<file path="src/rtl/rx_fifo_ctrl_pkg.sv">
// Shared types and default sizing for the receive FIFO read sequencer.
package rx_fifo_ctrl_pkg;

   localparam int DATA_W_DEF  = 8;
   localparam int LEN_W_DEF   = 8;
   localparam int TO_W_DEF    = 8;
   localparam int TIMEOUT_DEF = 255;

   typedef enum logic [2:0] {
      IDLE,
      XFER,
      DRAIN,
      DONE,
      ABORT
   } state_t;

endpackage

</file>
<file path="src/rtl/rx_fifo_ctrl_if.sv">
// FIFO read port plus downstream valid/ready stream, seen from the sequencer.
interface rx_fifo_ctrl_if
   import rx_fifo_ctrl_pkg::*;
#(
   parameter int DATA_W = DATA_W_DEF
);
   logic              fifo_r_enable;
   logic [DATA_W-1:0] fifo_r_data;
   logic              fifo_empty;
   logic [DATA_W-1:0] m_data;
   logic              m_valid;
   logic              m_ready;

   // Sequencer side: pops the FIFO and sources the stream.
   modport master (
      output fifo_r_enable, m_data, m_valid,
      input  fifo_r_data, fifo_empty, m_ready
   );

   // FIFO and consumer side.
   modport slave (
      input  fifo_r_enable, m_data, m_valid,
      output fifo_r_data, fifo_empty, m_ready
   );
endinterface

</file>
<file path="src/rtl/rx_timeout_counter.sv">
// Stall counter with clear and enable. at_limit is a registered look-ahead
// flag: it is high when the next enabled step would reach the rollover value,
// so the owner can act on the same edge the limit is reached. On that step the
// count wraps back to zero.
module rx_timeout_counter #(
   parameter int TO_W = 8
) (
   input  logic            clk,
   input  logic            rst,
   input  logic            clear,
   input  logic            count_enable,
   input  logic [TO_W-1:0] rollover,
   output logic            at_limit
);
   logic [TO_W-1:0] value;
   logic [TO_W-1:0] value_next;
   logic [TO_W-1:0] value_inc;

   assign value_inc = value + TO_W'(1);

   // Next count: clear wins, otherwise step and wrap on reaching rollover.
   always_comb begin
      // NOTE: default first so every path assigns value_next and no latch is inferred.
      value_next = value;
      if (clear) begin
         value_next = '0;
      end else if (count_enable) begin
         value_next = (value_inc == rollover) ? '0 : value_inc;
      end
   end

   // Count register and look-ahead limit flag.
   always_ff @(posedge clk or posedge rst) begin
      if (rst) begin
         value    <= '0;
         at_limit <= 1'b0;
      end else begin
         // NOTE: non-blocking so every register samples pre-edge values.
         value    <= value_next;
         at_limit <= (value_next == rollover - TO_W'(1));
      end
   end
endmodule

</file>
<file path="src/rtl/rx_fifo_ctrl.sv">
// Read-side sequencer: pops len bytes from the RX FIFO into a registered
// valid/ready stream at one byte per cycle, counts accepted bytes and aborts
// if the FIFO stays empty for TIMEOUT consecutive non-backpressured cycles.
module rx_fifo_ctrl
   import rx_fifo_ctrl_pkg::*;
#(
   parameter int DATA_W  = DATA_W_DEF,
   parameter int LEN_W   = LEN_W_DEF,
   parameter int TIMEOUT = TIMEOUT_DEF,
   parameter int TO_W    = TO_W_DEF
) (
   input  logic             clk,
   input  logic             rst,
   input  logic             start,
   input  logic [LEN_W-1:0] len,
   output logic             busy,
   output logic             done,
   output logic             err_timeout,
   output logic [LEN_W-1:0] count,
   rx_fifo_ctrl_if.master   bus
);
   state_t            state;
   logic [LEN_W-1:0]  remaining;
   logic [DATA_W-1:0] head;
   logic              pop;
   logic              handshake;
   logic              accept;
   logic              to_clear;
   logic              to_enable;
   logic              to_at_limit;
   logic              to_expire;

   assign head      = bus.fifo_r_data;
   assign handshake = bus.m_valid & bus.m_ready;
   assign accept    = (state == IDLE) & start;

   // Pop only when the output register is free or being emptied this cycle.
   assign pop = (state == XFER) & ~bus.fifo_empty & (remaining != '0)
              & (~bus.m_valid | bus.m_ready);
   assign bus.fifo_r_enable = pop;

   // Empty-FIFO stall cycles count; downstream backpressure freezes the count.
   assign to_clear  = (state != XFER) | pop;
   assign to_enable = (state == XFER) & bus.fifo_empty & (remaining != '0)
                    & ~(bus.m_valid & ~bus.m_ready);
   assign to_expire = to_enable & to_at_limit;

   rx_timeout_counter #(
      .TO_W (TO_W)
   ) u_timeout (
      .clk          (clk),
      .rst          (rst),
      .clear        (to_clear),
      .count_enable (to_enable),
      .rollover     (TO_W'(TIMEOUT)),
      .at_limit     (to_at_limit)
   );

   // Output register, bytes left to pop and bytes accepted downstream.
   always_ff @(posedge clk or posedge rst) begin
      if (rst) begin
         bus.m_data  <= '0;
         bus.m_valid <= 1'b0;
         remaining   <= '0;
         count       <= '0;
      end else begin
         if (pop) begin
            bus.m_data  <= head;
            bus.m_valid <= 1'b1;
         end else if (handshake) begin
            bus.m_valid <= 1'b0;
         end

         if (accept) begin
            remaining <= len;
         end else if (pop) begin
            remaining <= remaining - LEN_W'(1);
         end

         if (accept) begin
            count <= '0;
         end else if (handshake) begin
            count <= count + LEN_W'(1);
         end
      end
   end

   // Burst sequencing with registered busy/done/err_timeout.
   always_ff @(posedge clk or posedge rst) begin
      if (rst) begin
         state       <= IDLE;
         busy        <= 1'b0;
         done        <= 1'b0;
         err_timeout <= 1'b0;
      end else begin
         done        <= 1'b0;
         err_timeout <= 1'b0;
         case (state)
            IDLE: begin
               if (start) begin
                  busy <= 1'b1;
                  if (len == '0) begin
                     state <= DONE;
                     done  <= 1'b1;
                  end else begin
                     state <= XFER;
                  end
               end
            end
            XFER: begin
               if (pop && (remaining == LEN_W'(1))) begin
                  state <= DRAIN;
               end else if (to_expire) begin
                  state <= ABORT;
               end
            end
            DRAIN: begin
               if (~bus.m_valid | bus.m_ready) begin
                  state <= DONE;
                  done  <= 1'b1;
               end
            end
            DONE: begin
               state <= IDLE;
               busy  <= 1'b0;
            end
            ABORT: begin
               if (~bus.m_valid | bus.m_ready) begin
                  state       <= IDLE;
                  busy        <= 1'b0;
                  err_timeout <= 1'b1;
               end
            end
            default: begin
               state <= IDLE;
               busy  <= 1'b0;
            end
         endcase
      end
   end
endmodule
</file>
<file path="src/flat_wrapper.sv">
// flat-port wrapper written by rule: the top's interface ports become plain ports
module rx_fifo_ctrl_flat import rx_fifo_ctrl_pkg::*;
#(
   parameter int DATA_W  = DATA_W_DEF,
   parameter int LEN_W   = LEN_W_DEF,
   parameter int TIMEOUT = TIMEOUT_DEF,
   parameter int TO_W    = TO_W_DEF
)
  (clk, rst, start, len, busy, done, err_timeout, count, bus_fifo_r_enable, bus_m_data, bus_m_valid, bus_fifo_r_data, bus_fifo_empty, bus_m_ready);
  rx_fifo_ctrl_if #(.DATA_W(DATA_W)) bus_i ();
  input  logic clk;
  input  logic rst;
  input  logic start;
  input  logic [LEN_W-1:0] len;
  output logic busy;
  output logic done;
  output logic err_timeout;
  output logic [LEN_W-1:0] count;
  output wire logic [$bits(bus_i.fifo_r_enable)-1:0] bus_fifo_r_enable;
  output wire logic [$bits(bus_i.m_data)-1:0] bus_m_data;
  output wire logic [$bits(bus_i.m_valid)-1:0] bus_m_valid;
  input wire logic [$bits(bus_i.fifo_r_data)-1:0] bus_fifo_r_data;
  input wire logic [$bits(bus_i.fifo_empty)-1:0] bus_fifo_empty;
  input wire logic [$bits(bus_i.m_ready)-1:0] bus_m_ready;
  assign bus_fifo_r_enable = bus_i.fifo_r_enable;
  assign bus_m_data = bus_i.m_data;
  assign bus_m_valid = bus_i.m_valid;
  assign bus_i.fifo_r_data = bus_fifo_r_data;
  assign bus_i.fifo_empty = bus_fifo_empty;
  assign bus_i.m_ready = bus_m_ready;
  rx_fifo_ctrl #(.DATA_W(DATA_W), .LEN_W(LEN_W), .TIMEOUT(TIMEOUT), .TO_W(TO_W)) u_core (.clk(clk), .rst(rst), .start(start), .len(len), .busy(busy), .done(done), .err_timeout(err_timeout), .count(count), .bus(bus_i));
endmodule
</file>
<file path="config.mk">
export PLATFORM = sky130hd
export DESIGN_NAME = rx_fifo_ctrl_flat
export DESIGN_NICKNAME = d
export VERILOG_FILES = /design/src/rtl/rx_fifo_ctrl_pkg.sv /design/src/rtl/rx_fifo_ctrl_if.sv /design/src/rtl/rx_timeout_counter.sv /design/src/rtl/rx_fifo_ctrl.sv /design/src/flat_wrapper.sv
export SDC_FILE = /design/constraint.sdc
export NUM_CORES = 1
export LEC_CHECK = 0
export CELL_PAD_IN_SITES_DETAIL_PLACEMENT = 0
export CELL_PAD_IN_SITES_GLOBAL_PLACEMENT = 1
export CORE_MARGIN = 2
export CORE_UTILIZATION = 36
export CTS_BUF_LIST = sky130_fd_sc_hd__clkbuf_8
export CTS_CLUSTER_SIZE = 28
export DETAILED_ROUTE_END_ITERATION = 10
export GPL_TIMING_DRIVEN = 0
export PLACE_DENSITY = 0.83
export SETUP_SLACK_MARGIN = 0.4
export SLEW_MARGIN = 20
export SYNTH_ARGS = -nofsm -noshare
export SYNTH_HDL_FRONTEND = slang
export SYNTH_SLANG_ARGS = --single-unit
</file>
<file path="constraint.sdc">
create_clock -name clk -period 2.2 [get_ports clk]
set_input_delay 0.22 -clock clk [delete_from_list [all_inputs] [get_ports clk]]
set_output_delay 0.22 -clock clk [all_outputs]
set_load 0.02 [all_outputs]
</file>
==> results.tsv <==
metric	value	unit
outcome	complete, no violations	
synth.area.top_cells	dfrtp_1, nand2_1, nor2_1	
synthTopCellsByCount	nand2_1, dfrtp_1, nor2_1	
fmax	479	MHz
slowest_stage	or3b_4	
maxSlewHeadroom	58.6	%
hold_viol	0	
ioPinCount	42	
vias	2240	
grt_usage	16.5	%
antenna_found_initial	0	
clkTransAtPathRegs	0.08	ns
core-area	5990	µm²
crit_arrival	2.30	ns
crit_path_max_incr_delay	0.42	ns
hold_path_class	primary input to async pin	
viasPerCell	5.30	
grt-ovfl-total	0	
root_buffer	clkbuf_8	
cts_tree	yes	
synth-async-reset-ratio	100	%
critPathLaunchType	register	
worstSkewPairLatency	0.30	ns
area_delta_synth_final	56.4	%
worst-r2r-setup-slack	0.11	ns
diodes	0	
drive_above_1_share	31.0	%
grt_pass1_vias	2039	
grt_pass1_wl	9.45	mm
rsz0062_at_grt	yes	
cts_buffers	5	
yosysWarnings	0	
io_buffers	41	
design_area	3520	µm²
multi_input_area	1370	µm²
total_leakage_power	1.51	nW
drt_iter0_drc	99	
setup_violations	0	
clockBufferDepth	2	
synth-edff-count	0	
cts.htree.levels	2	
routed_wl	6.21	mm
worst_slew_pin_slew	0.617	ns
endpoint_kind	register	
p_per_area	1230	nW/µm²
max_cap_viol_count	0	
ys_seq_elements	40	
num-fill-cells	469	
finClkSkew	0.00895	ns
dpl_cell_area	2830	µm²
ys_seq_area_share	44.4	%
cts.sinks	40	
fin_crit_sh	95.0	%
nNetsFinal	374	
seqCellArea	1000	µm²
fin_ws	0.110	ns
post-route-min-period	2.09	ns
required	2.41	ns
place_congestion	0.801	
die-height	83.1	µm
synth_top_area_share	44.4	%
wire_per_inst	14.7	µm
dieArea	6910	µm²
reg2regPathDepth	8	
synth.distinct_cells	51	
cp_cell_sequence	inv_2, ha_4, or3b_4, o2111ai_4, buf_6, nand2_1, o22a_1, nor4_2	
dpl.hpwl	3.82	mm
antenna_left	0	
utilization	58.8	%
timing.rr.start	u_core.remaining[1]$_DFFE_PP0P_	
syn_area_per_cell	8.57	µm²
synth_cells	263	
yosysTopAreaCell	dfrtp_1	
num_rows	28	
synth_most_common_cell	nand2_1	
post-place-ws	-0.390	ns
drc	0	
criticalPathCategory	register to register	
mappedNetlistNets	289	
grt_max_degree	29	
start_util	37.6	%
ir_drop	0.704	mV
drv_slew	0	
finalPower	4.32	mW
die_width	83.1	µm
reg2reg_to	u_core.u_timeout.at_limit$_DFF_PP0_	
firstDrtPassIters	4	
synth_area	2250	µm²
crit_fanout	4	
whs	0.184	ns
synth-main-ff-cell	dfrtp_1	
[cell usage in the layout, fill, tap and decap left out, types with 2 or more instances in the layout]
cell type        synthesis  routed
ha_4                     0       2
nor4_1                   6       4
nand2_2                  0      10
buf_4                    1      21
clkdlybuf4s50_1          0      40
and3_1                   7       7
inv_1                   15      11
nand2_1                 46      35
nand4_1                  2       2
o211ai_1                 3       3
o31ai_1                  3       2
nor2b_1                  3       2
ha_1                     5       3
a221o_1                  3       3
nor3b_4                  1       2
buf_12                   0       2
dfrtp_1                 40      37
bufinv_16                0       2
clkbuf_2                 0       2
nand3_1                 13      12
nor2_1                  30      23
inv_2                    0       3
xor2_1                   3       3
a21oi_2                  1       6
nor4_2                   1       3
a21oi_1                 13       8
a31oi_1                  3       2
xnor2_1                  6       4
o21ai_0                  9       4
nor2_2                   0       6
o21ai_1                  4       8
nand2b_1                 3       3
a211oi_1                 2       2
nor3_1                   6       5
or3_1                    3       3
clkbuf_8                 0       5
buf_6                    2      20
dfrtp_2                  0       3
[cell families (layout without fill, tap and decap cells)]
| family | Yosys count | count (layout) | synth area share [%] |
|---|---|---|---|
| DFF | 40 | 40 | 44.4 |
| and+or+nand+nor | 128 | 128 | 27.5 |
| adders and majority gates | 5 | 5 | 2.78 |
| AOI/OAI and AO/OA | 55 | 55 | 16.6 |
| xor gates and xnor gates | 9 | 9 | 3.50 |
| buffers and inverters | 26 | 111 | 5.16 |
[what timing repair did]
item	CTS	global route
hold buffers	0	0
setup endpoints to repair	37	29
hold endpoints to repair	0	0
setup buffers	10	26
pin swaps	8	40
resized for setup	22	71
[final cells by class]
type	instances	area share, %
clock buffers	5	1.95
multi-input cells	197	39.0
clock inverters	2	1.70
well taps	75	2.66
inverters	15	1.67
plain buffers	11	2.77
flip-flops and latches	40	28.5
repair buffers	78	21.8
[metal layers]
layer | vias to the layer above | track usage, % | routed length (µm)
met3 | 20 | 3.08 | 253
met4 | 0 | 6.11 | 192
met1 | 1053 | 21.4 | 2790
met5 | - | 0 | 0
met2 | 71 | 27.2 | 2980
li1 | 1096 | - | -
[power by group]
group | internal, mW | switching, mW | total [mW]
sequential | 0.977 | 0.301 | 1.28
combinational | 1.21 | 1.11 | 2.32
clock | 0.447 | 0.271 | 0.718
total | 2.63 | 1.68 | 4.32
[metrics by stage]
step | cells | TNS, ns
finish | 423 | 0
global route | 423 | 0
CTS | 397 | 0
detailed placement | 380 | -0.751
global placement | 379 | -0.767
floorplan | 263 | 0
[worst max-delay path: cells and delay by family (launching register included)]
family          cells  cell delay, ns
fa+ha+maj           1            0.16
simple gates        3            0.74
buf+inv             2            0.24
compound gates      2            0.47
flops               1            0.41
[worst max-delay path by stage]
stage,start,end,slack [ns],depth (start not counted)
floorplan,u_core.remaining[0]$_DFFE_PP0P_,u_core.u_timeout.at_limit$_DFF_PP0_,0.29,7
global placement,bus_m_ready,bus_fifo_r_enable,-0.41,7
detailed placement,bus_m_ready,bus_fifo_r_enable,-0.39,7
CTS,u_core.remaining[0]$_DFFE_PP0P_,u_core.u_timeout.at_limit$_DFF_PP0_,0.13,8
global route,u_core.remaining[1]$_DFFE_PP0P_,u_core.u_timeout.at_limit$_DFF_PP0_,0.06,8
finish,u_core.remaining[1]$_DFFE_PP0P_,u_core.u_timeout.at_limit$_DFF_PP0_,0.11,8
[flip-flops by register name (all words and copies together) (netlist names)]
| name | flops |
|---|---|
| u_core.count | 8 |
| u_core.err_timeout | 1 |
| u_core.state | 3 |
| u_core.busy | 1 |
| u_core.bus.m_valid | 1 |
| u_core.u_timeout.at_limit | 1 |
| u_core.bus.m_data | 8 |
| u_core.remaining | 8 |
| u_core.done | 1 |
| u_core.u_timeout.value | 8 |
Power figures use the tool's default switching activity.
